<file path="src/rtl/fetch_stage.sv">
`default_nettype none
// ============================================================================
//  Module   : fetch_stage
//  Purpose  : MIPS instruction-fetch stage plus IF/ID pipeline register.
//             Owns the PC, fetches from instruction memory over a single-
//             outstanding req/ack handshake, and presents {pc, instr, valid}
//             to decode. Accepts a taken branch/jump redirect from decode and
//             squashes wrong-path fetches, including a response still in
//             flight.
//  Ports    : i_clk, i_rst          clock / async active-high reset
//             i_stall               hold IF/ID (decode load-use stall)
//             i_change_pc,
//             i_target_pc           taken redirect and its target PC
//             o_imem_req,
//             o_imem_addr           registered imem request / address
//             i_imem_ack,
//             i_imem_data           imem response and instruction word
//             o_id_pc, o_id_instr,
//             o_id_valid            IF/ID register contents
//  Revision : 1.0  initial release
// ============================================================================
module fetch_stage #(
   parameter int                  PC_WIDTH = 32,
   parameter int                  IWIDTH   = 32,
   parameter logic [PC_WIDTH-1:0] RESET_PC = '0,
   parameter logic [PC_WIDTH-1:0] PC_INC   = 1
) (
   input  logic                i_clk,
   input  logic                i_rst,
   input  logic                i_stall,
   input  logic                i_change_pc,
   input  logic [PC_WIDTH-1:0] i_target_pc,
   output logic                o_imem_req,
   output logic [PC_WIDTH-1:0] o_imem_addr,
   input  logic                i_imem_ack,
   input  logic [IWIDTH-1:0]   i_imem_data,
   output logic [PC_WIDTH-1:0] o_id_pc,
   output logic [IWIDTH-1:0]   o_id_instr,
   output logic                o_id_valid
);

   localparam logic [1:0] S_IDLE   = 2'd0;
   localparam logic [1:0] S_FETCH  = 2'd1;
   localparam logic [1:0] S_HOLD   = 2'd2;
   localparam logic [1:0] S_SQUASH = 2'd3;

   logic [1:0]          state_q,      state_d;
   logic [PC_WIDTH-1:0] pc_q,         pc_d;
   logic                req_q,        req_d;
   logic [PC_WIDTH-1:0] addr_q,       addr_d;
   logic [PC_WIDTH-1:0] id_pc_q,      id_pc_d;
   logic [IWIDTH-1:0]   id_instr_q,   id_instr_d;
   logic                id_valid_q,   id_valid_d;
   // The skid is only meaningful while in HOLD; leaving HOLD empties it.
   logic [PC_WIDTH-1:0] skid_pc_q,    skid_pc_d;
   logic [IWIDTH-1:0]   skid_instr_q, skid_instr_d;

   logic                xfer;
   logic [PC_WIDTH-1:0] pc_next;

   assign xfer    = req_q & i_imem_ack;
   assign pc_next = pc_q + PC_INC;   // wraps modulo 2^PC_WIDTH

   always_comb begin
      state_d      = state_q;
      pc_d         = pc_q;
      req_d        = req_q;
      addr_d       = addr_q;
      id_pc_d      = id_pc_q;
      id_instr_d   = id_instr_q;
      id_valid_d   = id_valid_q;
      skid_pc_d    = skid_pc_q;
      skid_instr_d = skid_instr_q;

      case (state_q)
         S_IDLE: begin
            // Redirects are ignored here; the first fetch is always RESET_PC.
            state_d = S_FETCH;
            req_d   = 1'b1;
            addr_d  = pc_q;
         end

         S_FETCH: begin
            if (i_change_pc) begin
               pc_d       = i_target_pc;
               id_valid_d = 1'b0;
               id_instr_d = '0;
               if (xfer) begin
                  // Response arrived together with the redirect: drop it
                  // and start the target fetch right away.
                  addr_d  = i_target_pc;
                  state_d = S_FETCH;
               end else begin
                  // Address must not change mid-request; drain it first.
                  state_d = S_SQUASH;
               end
            end else if (xfer && !i_stall) begin
               id_pc_d    = pc_q;
               id_instr_d = i_imem_data;
               id_valid_d = 1'b1;
               pc_d       = pc_next;
               addr_d     = pc_next;
            end else if (xfer) begin
               skid_pc_d    = pc_q;
               skid_instr_d = i_imem_data;
               req_d        = 1'b0;
               state_d      = S_HOLD;
            end else if (!i_stall) begin
               id_valid_d = 1'b0;
               id_instr_d = '0;
            end
         end

         S_HOLD: begin
            if (i_change_pc) begin
               pc_d       = i_target_pc;
               id_valid_d = 1'b0;
               id_instr_d = '0;
               req_d      = 1'b1;
               addr_d     = i_target_pc;
               state_d    = S_FETCH;
            end else if (!i_stall) begin
               id_pc_d    = skid_pc_q;
               id_instr_d = skid_instr_q;
               id_valid_d = 1'b1;
               pc_d       = pc_next;
               req_d      = 1'b1;
               addr_d     = pc_next;
               state_d    = S_FETCH;
            end
         end

         S_SQUASH: begin
            // IF/ID was bubbled on entry and stays a bubble until real data.
            id_valid_d = 1'b0;
            id_instr_d = '0;
            if (i_change_pc) begin
               pc_d = i_target_pc;
            end
            if (xfer) begin
               // Wrong-path response consumed; fetch the latest target.
               addr_d  = i_change_pc ? i_target_pc : pc_q;
               state_d = S_FETCH;
            end
         end

         default: begin
            state_d = S_IDLE;
            req_d   = 1'b0;
         end
      endcase
   end

   always_ff @(posedge i_clk or posedge i_rst) begin
      if (i_rst) begin
         state_q      <= S_IDLE;
         pc_q         <= RESET_PC;
         req_q        <= 1'b0;
         addr_q       <= '0;
         id_pc_q      <= '0;
         id_instr_q   <= '0;
         id_valid_q   <= 1'b0;
         skid_pc_q    <= '0;
         skid_instr_q <= '0;
      end else begin
         state_q      <= state_d;
         pc_q         <= pc_d;
         req_q        <= req_d;
         addr_q       <= addr_d;
         id_pc_q      <= id_pc_d;
         id_instr_q   <= id_instr_d;
         id_valid_q   <= id_valid_d;
         skid_pc_q    <= skid_pc_d;
         skid_instr_q <= skid_instr_d;
      end
   end

   assign o_imem_req  = req_q;
   assign o_imem_addr = addr_q;
   assign o_id_pc     = id_pc_q;
   assign o_id_instr  = id_instr_q;
   assign o_id_valid  = id_valid_q;

endmodule
`default_nettype wire
</file>
<file path="config.mk">
export PLATFORM = sky130hd
export DESIGN_NAME = fetch_stage
export DESIGN_NICKNAME = d
export VERILOG_FILES = /design/src/rtl/fetch_stage.sv
export SDC_FILE = /design/constraint.sdc
export NUM_CORES = 1
export LEC_CHECK = 0
export CORE_MARGIN = 3
export CORE_UTILIZATION = 56
export CTS_BUF_LIST = sky130_fd_sc_hd__clkbuf_4 sky130_fd_sc_hd__clkbuf_8
export DETAILED_ROUTE_END_ITERATION = 8
export PLACE_DENSITY = 0.83
export SKIP_CTS_REPAIR_TIMING = 1
export SYNTH_ARGS = -nofsm -noshare
export SYNTH_HDL_FRONTEND = slang
export SYNTH_SLANG_ARGS = --single-unit
</file>
<file path="constraint.sdc">
create_clock -name i_clk -period 7.5 [get_ports i_clk]
set_input_delay 0.75 -clock i_clk [delete_from_list [all_inputs] [get_ports i_clk]]
set_output_delay 0.75 -clock i_clk [all_outputs]
set_load 0.03 [all_outputs]
</file>
## Word-level counts from Yosys, hierarchy flattened

Index checks and enable logic that the tools add are counted.

- Reductions and logical operators: 13
- Equal/unequal tests: 17
- Bitwise logic cells: 3
- Muxes and demuxes: 42
- Add/sub/neg operators: 1

Operator list:

| cell | count |
|---|---|
| 32-bit 2-to-1 mux | 18 |
| 32-bit case mux with 3 select lines | 2 |
| 32-bit case mux with 4 select lines | 1 |
| 32-bit case mux with 2 select lines | 1 |
| 32-bit by 1-bit adder with 32-bit output (second input constant) | 1 |
| 4-bit AND reduction | 4 |
| 3-bit inequality test (second input constant) | 5 |
| 2-bit 2-to-1 mux | 7 |
| 2-bit inequality test (second input constant) | 7 |
| 1-bit 2-to-1 mux | 10 |
| 5-bit AND reduction | 2 |
| 4-bit inequality test (second input constant) | 2 |
| 2-bit case mux with 4 select lines | 1 |
| 1-bit case mux with 3 select lines | 2 |
| 3-bit nonzero test | 2 |
| 2-bit equality test (second input constant) | 2 |
| 3-bit AND reduction | 1 |
| 2-bit by 1-bit equality test with 1-bit output (second input constant) | 1 |
| 2-bit zero test | 1 |
| 1-bit inverter | 2 |
| 2-bit nonzero test | 1 |
| 1-bit AND | 1 |
| 1-bit logical AND | 1 |
| 1-bit zero test | 1 |

- Register bits: 196
- Bits of input ports: 69
- Word-level logic and storage cells: 85
- Output and inout port bits: 98

## Longest topological paths before layout

Gate-level depths: netlist of run 1.

- Depth after elaboration: 5
- Mapped depth: 10
- Gate-level depth less buffers: 8

## Worst setup path before layout of run 1

Ideal clock, no wire load.

- Path kind: reg-to-reg
- Start point: reg pc_q[0]
- End point: reg pc_q[24]
- Cell stages (with the launch flop): 8
- Setup slack: 5.020 ns
- Arrival: 2.394 ns
- Setup time: 0.086 ns
- Data required time: 7.414 ns
- Clock period less this slack: 2.480 ns
- Path buffers: 0
- Cells stage by stage: dfrtp_1 -> ha_1 -> nand3_4 -> or4_4 -> nor3_4 -> or4b_1 -> o31a_1 -> o221ai_2

- Longest elaborated chain between the ends: 4
- Elaborated cells on any way between the ends: 6
- Classes of those cells: add/sub: 1; mux: 5

Ends and longest elaborated chain:

| element | line | RTL |
|---|---|---|
| from (decl) | 48 | `logic [PC_WIDTH-1:0] pc_q, pc_d;` |
| from (signal assigned) | 167 | `pc_q <= pc_d;` |
| 32-bit by 1-bit adder with 32-bit output (*) | 62 | `assign pc_next = pc_q + PC_INC;` |
| 32-bit 2-to-1 mux, on equally long branches | 122, 97 |  |
| 32-bit 2-to-1 mux, on equally long branches | 115, 84 |  |
| 32-bit case mux with 3 select lines (*) | 75 | `case (state_q)` |

Mark *: on every way between the ends. The rest lies on a longest branch, timed or not. The select of a mux whose other input is x is not followed.
A chain may end at the register's enable or synchronous reset.

## Worst setup path after layout of run 1

- Start point: in i_change_pc
- End point: reg addr_q[30], in the netlist o_imem_addr[30]

- Longest elaborated chain between the ends: 3
- Elaborated cells on any way between the ends: 9
- Classes of those cells: eq/ne: 3; mux: 5; reduce/logical: 1

Ends and longest elaborated chain:

| element | line | RTL |
|---|---|---|
| from (decl) | 31 | `input logic i_change_pc,` |
| 32-bit 2-to-1 mux | - |  |
| 32-bit 2-to-1 mux | 140 | `if (xfer) begin` |
| 32-bit case mux with 4 select lines | 75 |  |
| to (signal assigned) | 169 | `addr_q <= addr_d;` |
| to (decl) | 50 | `logic [PC_WIDTH-1:0] addr_q, addr_d;` |

Parallel ways exist; a longest one is shown, timed or not. The select of a mux whose other input is x is not followed.

==> results of run 1 <==
final cells by class:
class                           count  area [um2]
Tap cell                          225         282
Multi-Input combinational cell    777        4880
Timing Repair Buffer              180        1760
Clock inverter                     15         181
Fill cell                        1354        5270
Inverter                           19        78.8
Clock buffer                       17         234
Sequential cell                   196        4900
synthesized netlist by cell type (all sizes together) (4+ instances only):
cell type  number  area [um2]
mux2i          39         390
a22oi          37         278
nand2b         10        62.6
a31oi          15        93.8
and3            8        50.1
nor2          114         428
ha              6        75.1
o221ai          4        41.3
buf            23         146
nor2b           5        31.3
or3             5        31.3
xnor2           8        70.1
clkbuf         77         294
o41ai           5        43.8
a2bb2oi         5        43.8
a22o           13         114
o22ai           7        43.8
dfrtp         196        4900
nand4          10        62.6
nand3          18         108
a221oi          8        70.1
inv            19        71.3
mux2           68         766
nand2         105         394
o22a            5        43.8
a21oi          87         435
o21ai         112         561
and2            4        25.0
nor4           11        75.1
o31ai           7        52.6
a21o            4        31.3
nor3           19         106
worst max-delay path by stage:
stage | start | end | slack, ns | cells past startpoint
6_report | i_change_pc | o_imem_addr[30]$_DFFE_PP0P_ | 3.89 | 9
5_1_grt | i_change_pc | o_imem_addr[30]$_DFFE_PP0P_ | 3.75 | 9
4_1_cts | i_change_pc | o_imem_addr[30]$_DFFE_PP0P_ | 4.03 | 9
3_5_place_dp | i_change_pc | o_imem_addr[30]$_DFFE_PP0P_ | 3.53 | 9
3_3_place_gp | i_change_pc | o_imem_addr[30]$_DFFE_PP0P_ | 3.66 | 9
2_1_floorplan | i_rst | o_id_instr[0]$_DFFE_PP0P_ | 1.41 | 1
cell families after synthesis:
kind of cell               count (synthesis)  synth area share [%]
AOI/OAI and AO/OA                        338                  20.5
and+or+nand+nor                          318                  14.1
DFF                                      196                  47.8
buffers and inverters                    119                  4.98
muxes                                    107                  11.3
xor gates and xnor gates                   8                 0.682
adders and majority gates                  6                 0.731
stage by stage:
stage	utilization [%]	hold WS, ns
2_1_floorplan	-	0.480
3_3_place_gp	67.7	0.461
3_5_place_dp	67.7	0.469
4_1_cts	70.1	0.494
5_1_grt	70.1	0.511
6_report	70.1	0.485
worst max-delay path: cells and delay by family:
kind / cells / cell delay, ns
AND/OR/NAND/NOR: 3 / 1.12
AO/OA/AOI/OAI: 3 / 0.39
buffers and inverters: 3 / 1.66
flip-flops by register name (all words and copies together), names as in the netlist:
signal,flops
o_id_valid,1
pc_q,32
skid_pc_q,32
o_id_pc,32
o_imem_req,1
o_id_instr,32
o_imem_addr,32
skid_instr_q,32
state_q,2
power breakdown:
| group | internal (mW) | switching [mW] | total [mW] |
|---|---|---|---|
| Clock | 0.284 | 0.432 | 0.716 |
| Combinational | 0.699 | 1.04 | 1.74 |
| Sequential | 1.37 | 0.312 | 1.68 |
| Total | 2.35 | 1.78 | 4.13 |
per-layer routing:
layer	up-vias	wire (um)	GRT usage [%]
met4	0	775	10.3
met1	4347	11700	38.8
met5	-	0	0
li1	4129	-	-
met2	455	13200	43.7
met3	57	2550	7.35
==> out/qor.txt, run 1 <==
PWR
----------------------------------------------------------------------------------------------------
VDD IR-drop max                                                                             0.209 mV
PwrDens                                                                                   335 mW/mm2
Static power due to leakage                                                                  5.20 nW
PnR Total Power                                                                              4.13 mW

DIE
----------------------------------------------------------------------------------------------------
Count of pins on the block boundary                                                              167
Starting utilization of the core area                                                          58.4%
Die X-Extent                                                                                  141 um
Die height                                                                                    141 um
Num rows                                                                                          48
Die footprint                                                                             0.0200 mm2
Area of the placeable core                                                                0.0176 mm2

DRT
----------------------------------------------------------------------------------------------------
Violation count after the first detailed-routing iteration                                      1166
Via/cell ratio                                                                                  6.29
# DRC                                                                                              0
Vias post-DR                                                                                    8988
WL per Instance                                                                              19.7 um
Antenna Nets Post-Route                                                                            0
Number of search-and-repair iterations in the first detailed-routing pass                          8
Detailed-route wire length                                                                  28200 um

GLOBAL ROUTE
----------------------------------------------------------------------------------------------------
Vias in the first global route                                                                  8571
Largest net degree at the start of global routing                                                121
Initial antenna violation count                                                                    0
All-Layer GR Usage                                                                             28.3%
Total overflow reported by the global router                                                       0
Wire length of the first global-routing pass                                                45200 um

PLACEMENT
----------------------------------------------------------------------------------------------------
Number of port buffers                                                                           166
Gp weighted congestion                                                                         0.938
Cell count after placement                                                                      1397
Post-place setup slack                                                                       3.53 ns
Area post-placement                                                                       0.0119 mm2
HPWL after detailed placement                                                               18400 um

FINAL LAYOUT
----------------------------------------------------------------------------------------------------
Fraction of layout instances using a drive strength above 1                                    11.3%
Cell area after layout                                                                    0.0123 mm2
Filler-free cell count of the finished design                                                   1429
Layout overhead on the synthesized area                                                        20.0%
Commonest non-fill, non-tap cells in the layout                                         sky130_fd_sc_hd__dfrtp_1, sky130_fd_sc_hd__clkdlybuf4s50_1, sky130_fd_sc_hd__o21ai_0
Nets                                                                                            1266
Most common cell after layout, fill and taps aside                                      sky130_fd_sc_hd__dfrtp_1
Inserted Diodes                                                                                    0

CRITICAL PATH
----------------------------------------------------------------------------------------------------
Critical Path End Type                                                                     flip-flop
Startpoint of the worst-slack reg-to-reg timing path                                    state_q[0]$_DFFE_PP0P_
CP peak stage delay                                                                          0.62 ns
Reg-to-reg critical path endpoint                                                       o_id_instr[25]$_DFFE_PP0P_
Worst reg2reg path depth                                                                           8
Arr. time, crit path                                                                         3.94 ns
Worst setup path class                                                                     in -> reg
Crit-path slowest cell                                                                  sky130_fd_sc_hd__buf_2
Maximum fanout along the worst path                                                               47
CP required                                                                                  7.84 ns
Cell-by-cell trace of the critical path                                                 buf_2, buf_4, nor2b_1, o21ai_0, nand3_1, buf_4, or3_1, o21ai_0, a41oi_1
Slack of the worst reg-to-reg path                                                           4.42 ns
Type of origin of the critical path                                                        input pin

STA
----------------------------------------------------------------------------------------------------
Final period demand of the worst path                                                        3.61 ns
Slew at the pin closest to its max-slew limit                                                1.03 ns
Highest clock rate                                                                           277 MHz
Final Hold Vio Count                                                                               0
Final Cycle Share                                                                              48.1%
Max-slew violation count                                                                           0
Setup repair after global routing missed its margin                                            false
Clock skew                                                                                 0.0129 ns
Setup-violating endpoint count in the final report                                                 0
Fin Setup TNS                                                                                   0 ns
Headroom to the max-slew limit                                                                 31.0%
Final setup slack of the worst path                                                          3.89 ns

CLOCK NETWORK
----------------------------------------------------------------------------------------------------
Largest buffer count on any clock path                                                             2
Worst skew pair latency                                                                      0.48 ns
Clk sinks                                                                                        196
# H-tree levels                                                                                    4
Clock-pin slew reported for the worst setup and hold paths after clock tree synthesis        0.11 ns
Clock buffer count from CTS                                                                       17
TritonCTS clock tree                                                                            done
Root Buffer                                                                             sky130_fd_sc_hd__clkbuf_8

MIN PATH
----------------------------------------------------------------------------------------------------
Endpoint with the worst hold slack                                                      o_id_pc[19]$_DFFE_PP0P_
Number of cells on the worst hold path                                                             2
Beginning of the worst hold path                                                        o_id_pc[19]$_DFFE_PP0P_
Min-Delay Path Class                                                                      reg -> reg

SYNTH
----------------------------------------------------------------------------------------------------
Post-Syn Area                                                                             0.0103 mm2
Share of flip-flops with an asynchronous set or reset after synthesis                           100%
Post-synthesis average cell area                                                            9.41 um2
Part of the Yosys area used for sequential elements                                            47.8%
Synth Net Count                                                                                 1167
Number of distinct library cells after synthesis                                                  68
Flip-flop cell with the highest count after synthesis                                   sky130_fd_sc_hd__dfrtp_1
Post-Synthesis Cells                                                                            1092
Number of synthesized register bits                                                              196
Yosys warnings                                                                                     0
Number of enable-type register cells in the synthesized netlist                                    0

JOB
----------------------------------------------------------------------------------------------------
Maximum capacitance violations                                                                     0

OUTCOME
----------------------------------------------------------------------------------------------------
Result of the run                                                                       finished, final reports clean

(Power assumes the default switching activity.)
==> inputs of run 2 (changes only) <==
- CORE_UTILIZATION: 56 -> 50
- PLACE_DENSITY: 0.83 -> 0.78
- clock period: 7.5 -> 3.1 ns (I/O delays scaled with it)
==> run 2 against run 1 <==
Worst setup slack worse by 3.5 ns. First-iteration DRC count is 29% lower. Register-to-register slack worse by 4.0 ns. Non-clock buffer count is 21 higher. Clock-buffer cell count stayed put. Critical endpoint is now pc_q[24]$_DFFE_PP0P_. Largest cell class unchanged.
==> out/qor.txt, run 2 (synthesized netlist as in run 1, its figures left out) <==
DRT
----------------------------------------------------------------------------------------------------
Detailed-route wire length                                                                  28200 um
Number of search-and-repair iterations in the first detailed-routing pass                          6
Via/cell ratio                                                                                  6.05
Vias post-DR                                                                                    9016
# DRC                                                                                              0
Antenna Nets Post-Route                                                                            0
Violation count after the first detailed-routing iteration                                       831
WL per Instance                                                                              18.9 um

PWR
----------------------------------------------------------------------------------------------------
PwrDens                                                                                   798 mW/mm2
Part of the total power dissipated in combinational logic                                      43.4%
VDD IR-drop max                                                                             0.342 mV
Switching part of the total power                                                              43.2%
Clock network fraction of design power                                                         16.7%
Cell internal pwr                                                                            5.69 mW
Static power due to leakage                                                                  5.31 nW
Relative contribution of sequential cells to total power                                       39.9%
Switching pwr                                                                                4.33 mW

STA
----------------------------------------------------------------------------------------------------
Final Hold Vio Count                                                                               0
Final Cycle Share                                                                              86.4%
Slew at the pin closest to its max-slew limit                                               0.949 ns
Max-slew violation count                                                                           0
Headroom to the max-slew limit                                                                 36.7%
Fin Setup TNS                                                                                   0 ns
Clock skew                                                                                 0.0174 ns
Highest clock rate                                                                           373 MHz
Setup repair after global routing missed its margin                                            false
Setup-violating endpoint count in the final report                                                 0
Final period demand of the worst path                                                        2.68 ns

FINAL LAYOUT
----------------------------------------------------------------------------------------------------
Layout overhead on the synthesized area                                                        22.3%
Most common cell after layout, fill and taps aside                                      sky130_fd_sc_hd__dfrtp_1
Nets                                                                                            1287
Commonest non-fill, non-tap cells in the layout                                         sky130_fd_sc_hd__dfrtp_1, sky130_fd_sc_hd__clkdlybuf4s50_1, sky130_fd_sc_hd__o21ai_0
Fillcell total                                                                                  1645
Inserted Diodes                                                                                    0
Filler-free cell count of the finished design                                                   1490
Fraction of layout instances using a drive strength above 1                                    12.8%

DIE
----------------------------------------------------------------------------------------------------
Count of pins on the block boundary                                                              167
Die X-Extent                                                                                  149 um
Area of the placeable core                                                                0.0198 mm2
Die footprint                                                                             0.0223 mm2
Starting utilization of the core area                                                          51.8%
Num rows                                                                                          51
Die height                                                                                    149 um

GLOBAL ROUTE
----------------------------------------------------------------------------------------------------
Wire length of the first global-routing pass                                                45300 um
Vias in the first global route                                                                  8628
Total overflow reported by the global router                                                       0
Largest net degree at the start of global routing                                                130
All-Layer GR Usage                                                                             25.4%
Initial antenna violation count                                                                    0

CLOCK NETWORK
----------------------------------------------------------------------------------------------------
Clk sinks                                                                                        196
TritonCTS clock tree                                                                            done
Root Buffer                                                                             sky130_fd_sc_hd__clkbuf_8
# H-tree levels                                                                                    4
Worst skew pair latency                                                                      0.49 ns
Clock buffer count from CTS                                                                       17
Largest buffer count on any clock path                                                             2
Clock-pin slew reported for the worst setup and hold paths after clock tree synthesis        0.11 ns

CRITICAL PATH
----------------------------------------------------------------------------------------------------
CP required                                                                                  3.50 ns
Worst setup path class                                                                    reg -> reg
Arr. time, crit path                                                                         3.08 ns
Worst reg2reg path depth                                                                           7
Maximum fanout along the worst path                                                                9
Critical Path End Type                                                                     flip-flop
Type of origin of the critical path                                                        flip-flop

PLACEMENT
----------------------------------------------------------------------------------------------------
Gp weighted congestion                                                                          1.02
Number of port buffers                                                                           166
HPWL after detailed placement                                                               19100 um
Cell count after placement                                                                      1458

OUTCOME
----------------------------------------------------------------------------------------------------
Result of the run                                                                       finished, final reports clean

MIN PATH
----------------------------------------------------------------------------------------------------
Min-Delay Path Class                                                                     in -> async

JOB
----------------------------------------------------------------------------------------------------
Maximum capacitance violations                                                                     0

## run 2: changes by cell type in the layout (fill, tap and decap cells not counted), sizes merged
cell and change:
buf +21, bufinv -1, inv -4, clkinv +4
clkinvlp +1
## run 2: worst max-delay path, stage by stage (launching register included)
cell	delay (ns)
sky130_fd_sc_hd__dfrtp_1	0.49
sky130_fd_sc_hd__ha_1	0.27
sky130_fd_sc_hd__nand3_4	0.13
sky130_fd_sc_hd__or4_4	0.60
sky130_fd_sc_hd__nor3_4	0.22
sky130_fd_sc_hd__or4b_1	0.47
sky130_fd_sc_hd__o31a_1	0.26
sky130_fd_sc_hd__o221ai_2	0.14
## run 2: power groups by stage
stage | logic, mW | clock network, mW | registers (mW)
6_report | 4.35 | 1.67 | 4.00
5_1_grt | 4.69 | 1.82 | 4.11
4_1_cts | 4.33 | 1.72 | 3.99
3_5_place_dp | 4.31 | 0 | 4.04
3_3_place_gp | 4.24 | 0 | 4.00
2_1_floorplan | 2.12 | 0 | 4.55
## run 2: through the flow
stage	total power, mW	util, %	hold slack (ns)	worst slack (ns)	area, um2
after floorplan	6.67	-	0.462	0.258	10300
final	10.0	63.3	0.297	0.421	12600
after global routing	10.6	63.3	0.301	0.282	12600
after CTS	10.0	63.3	0.286	0.431	12600
after detailed placement	8.35	61.2	0.470	0.455	12100
after global placement	8.24	61.2	0.461	0.518	12100
## run 2: path summary, 6_finish.rpt
kind | from | endpoint | slack, ns
setup / recovery | pc_q[0]$_DFFE_PP0P_ | pc_q[24]$_DFFE_PP0P_ | 0.42
hold / removal | i_rst | skid_instr_q[22]$_DFFE_PP0P_ | 0.30
setup reg to reg | pc_q[0]$_DFFE_PP0P_ | pc_q[24]$_DFFE_PP0P_ | 0.42
hold reg to reg | o_id_pc[15]$_DFFE_PP0P_ | o_id_pc[15]$_DFFE_PP0P_ | 0.48
max in group asynchronous | i_rst | o_imem_addr[20]$_DFFE_PP0P_ | 2.12
min in group i_clk | i_change_pc | pc_q[27]$_DFFE_PP0P_ | 0.32
## run 2: metal layers
layer  GRT usage [%]  vias to the layer above  routed length, um
met5               0                        -                  0
met4            8.70                        0                727
met3            6.68                       64               2840
met2            39.4                      471              12900
met1            34.7                     4312              11700
li1                -                     4169                  -
## run 2: final cells by class
| type | count | area (um2) | area share, % |
|---|---|---|---|
| Clock inverter | 15 | 185 | 1.47 |
| Sequential cell | 196 | 4900 | 39.1 |
| Tap cell | 265 | 332 | 2.64 |
| Timing Repair Buffer | 201 | 1940 | 15.5 |
| Inverter | 19 | 75.1 | 0.598 |
| Multi-Input combinational cell | 777 | 4880 | 38.9 |
| Clock buffer | 17 | 234 | 1.86 |
==> inputs of run 3 (changes only) <==
- CORE_MARGIN: 3 -> 5
- TNS_END_PERCENT: not set -> 20
==> run 3 against run 2 <==
Flip-flop and latch count unchanged. Non-clock buffer count increased by 5. Fmax decreased by 1.7%. Clock power increased by 4%. Largest cell class unchanged. Largest power group unchanged.
==> out/qor.txt, run 3 (synthesized netlist as in run 1, its figures left out) <==
PLACEMENT
----------------------------------------------------------------------------------------------------
HPWL after detailed placement                                                               20400 um
Gp weighted congestion                                                                         0.938
Post-place setup slack                                                                      0.439 ns
Number of port buffers                                                                           166
Area post-placement                                                                       0.0122 mm2

DIE
----------------------------------------------------------------------------------------------------
Num rows                                                                                          52
Area of the placeable core                                                                0.0202 mm2
Die X-Extent                                                                                  153 um
Count of pins on the block boundary                                                              167
Starting utilization of the core area                                                          50.8%
Die footprint                                                                             0.0235 mm2
Die height                                                                                    153 um

DRT
----------------------------------------------------------------------------------------------------
Vias post-DR                                                                                    8908
Via/cell ratio                                                                                  5.94
WL per Instance                                                                              19.2 um
Number of search-and-repair iterations in the first detailed-routing pass                          5
Antenna Nets Post-Route                                                                            0
Violation count after the first detailed-routing iteration                                       808
Detailed-route wire length                                                                  28800 um
# DRC                                                                                              0

CRITICAL PATH
----------------------------------------------------------------------------------------------------
Startpoint of the worst-slack reg-to-reg timing path                                    pc_q[0]$_DFFE_PP0P_
Critical path startpoint                                                                pc_q[0]$_DFFE_PP0P_
Slack of the worst reg-to-reg path                                                           0.37 ns
Type of origin of the critical path                                                        flip-flop
CP required                                                                                  3.49 ns
Critical Path End Type                                                                     flip-flop
Worst setup path class                                                                    reg -> reg
Arr. time, crit path                                                                         3.12 ns
Crit-path slowest cell                                                                  sky130_fd_sc_hd__or4_4
Maximum fanout along the worst path                                                                9
Cell-by-cell trace of the critical path                                                 ha_1, nand3_4, or4_4, nor3_4, or4b_1, o31a_1, o221ai_2
Reg-to-reg critical path endpoint                                                       pc_q[24]$_DFFE_PP0P_
CP peak stage delay                                                                          0.59 ns
Worst reg2reg path depth                                                                           7

MIN PATH
----------------------------------------------------------------------------------------------------
Endpoint with the worst hold slack                                                      state_q[0]$_DFFE_PP0P_
Beginning of the worst hold path                                                         i_change_pc
Number of cells on the worst hold path                                                             3
Min-Delay Path Class                                                                       in -> reg

OUTCOME
----------------------------------------------------------------------------------------------------
Result of the run                                                                       finished, final reports clean

GLOBAL ROUTE
----------------------------------------------------------------------------------------------------
Met3 layer usage reported by global route                                                      7.27%
Global routing met2 resource utilization                                                       38.1%
Vias in the first global route                                                                  8557
Wire length of the first global-routing pass                                                46900 um
Most used routing layer                                                                         met2
Met1 track demand over resource                                                                34.1%
Largest net degree at the start of global routing                                                 84
Total overflow reported by the global router                                                       0
All-Layer GR Usage                                                                             24.4%
Initial antenna violation count                                                                    0

CLOCK NETWORK
----------------------------------------------------------------------------------------------------
# H-tree levels                                                                                    4
Clock-pin slew reported for the worst setup and hold paths after clock tree synthesis        0.11 ns
TritonCTS clock tree                                                                            done
Clk sinks                                                                                        196
Largest buffer count on any clock path                                                             2
Clock buffer count from CTS                                                                       17
Worst skew pair latency                                                                      0.47 ns
Root Buffer                                                                             sky130_fd_sc_hd__clkbuf_8

STA
----------------------------------------------------------------------------------------------------
Max-slew violation count                                                                           0
Final Cycle Share                                                                              87.9%
Slew at the pin closest to its max-slew limit                                               0.991 ns
Headroom to the max-slew limit                                                                 33.9%
Final Hold Vio Count                                                                               0
Setup-violating endpoint count in the final report                                                 0
Highest clock rate                                                                           367 MHz
Final period demand of the worst path                                                        2.73 ns
Final setup slack of the worst path                                                         0.374 ns
Clock skew                                                                                 0.0112 ns
Setup repair after global routing missed its margin                                            false
Fin Setup TNS                                                                                   0 ns

FINAL LAYOUT
----------------------------------------------------------------------------------------------------
Most common cell after layout, fill and taps aside                                      sky130_fd_sc_hd__dfrtp_1
Layout overhead on the synthesized area                                                        23.2%
Fraction of layout instances using a drive strength above 1                                    13.2%
Inserted Diodes                                                                                    0
Cell area after layout                                                                    0.0127 mm2
Commonest non-fill, non-tap cells in the layout                                         sky130_fd_sc_hd__dfrtp_1, sky130_fd_sc_hd__clkdlybuf4s50_1, sky130_fd_sc_hd__o21ai_0
Nets                                                                                            1292

PWR
----------------------------------------------------------------------------------------------------
VDD IR-drop max                                                                             0.348 mV
PwrDens                                                                                   798 mW/mm2
Static power due to leakage                                                                  5.35 nW
PnR Total Power                                                                              10.1 mW

JOB
----------------------------------------------------------------------------------------------------
Maximum capacitance violations                                                                     0

## run 3: cell types whose count changed in the layout (fill, tap and decap cells not counted)
cell	before	now
sky130_fd_sc_hd__buf_12	2	6
sky130_fd_sc_hd__buf_4	33	34
sky130_fd_sc_hd__bufinv_16	0	1
sky130_fd_sc_hd__clkinv_4	2	3
sky130_fd_sc_hd__clkinv_8	7	4
sky130_fd_sc_hd__inv_6	4	3
sky130_fd_sc_hd__inv_8	1	3
## run 3: how the worst max path moves through the flow
stage                     slack, ns  depth (start not counted)                         to
after floorplan                0.26                          1  o_id_instr[0]$_DFFE_PP0P_
after global placement         0.51                          7       pc_q[24]$_DFFE_PP0P_
after detailed placement       0.44                          7       pc_q[24]$_DFFE_PP0P_
after CTS                      0.40                          7       pc_q[24]$_DFFE_PP0P_
after global routing           0.25                          7       pc_q[24]$_DFFE_PP0P_
final                          0.37                          7       pc_q[24]$_DFFE_PP0P_
## run 3: per-layer routing
| metal | part of all wire [%] | vias to the layer above |
|---|---|---|
| met4 | 1.4 | 0 |
| met2 | 46 | 383 |
| li1 | - | 4173 |
| met3 | 8.8 | 31 |
| met1 | 44 | 4321 |
| met5 | 0 | - |
## run 3: cell type report
cell class / count / area, um2
Fill cell: 1710 / 7580
Inverter: 19 / 75.1
Clock buffer: 17 / 234
Sequential cell: 196 / 4900
Multi-Input combinational cell: 777 / 4880
Timing Repair Buffer: 206 / 2030
Tap cell: 270 / 338
Clock inverter: 15 / 189
## run 3: per-stage QoR
stage                     hold WS, ns  std cells  util, %
after floorplan                 0.462       1092        -
after global placement          0.460       1468     60.5
after detailed placement        0.470       1468     60.5
after CTS                       0.302       1500     62.6
after global routing            0.335       1500     62.6
final                           0.336       1500     62.6
## run 3: critical path, delay by kind of cell (launching register included)
kind	cells	cell delay (ns)
compound gates	2	0.41
fa+ha+maj	1	0.28
flops	1	0.50
simple gates	4	1.46
## run 3: where the power goes
part | internal [mW] | switching, mW | total (mW)
clock | 0.690 | 1.05 | 1.74
combinational | 1.79 | 2.59 | 4.38
sequential | 3.30 | 0.687 | 3.99
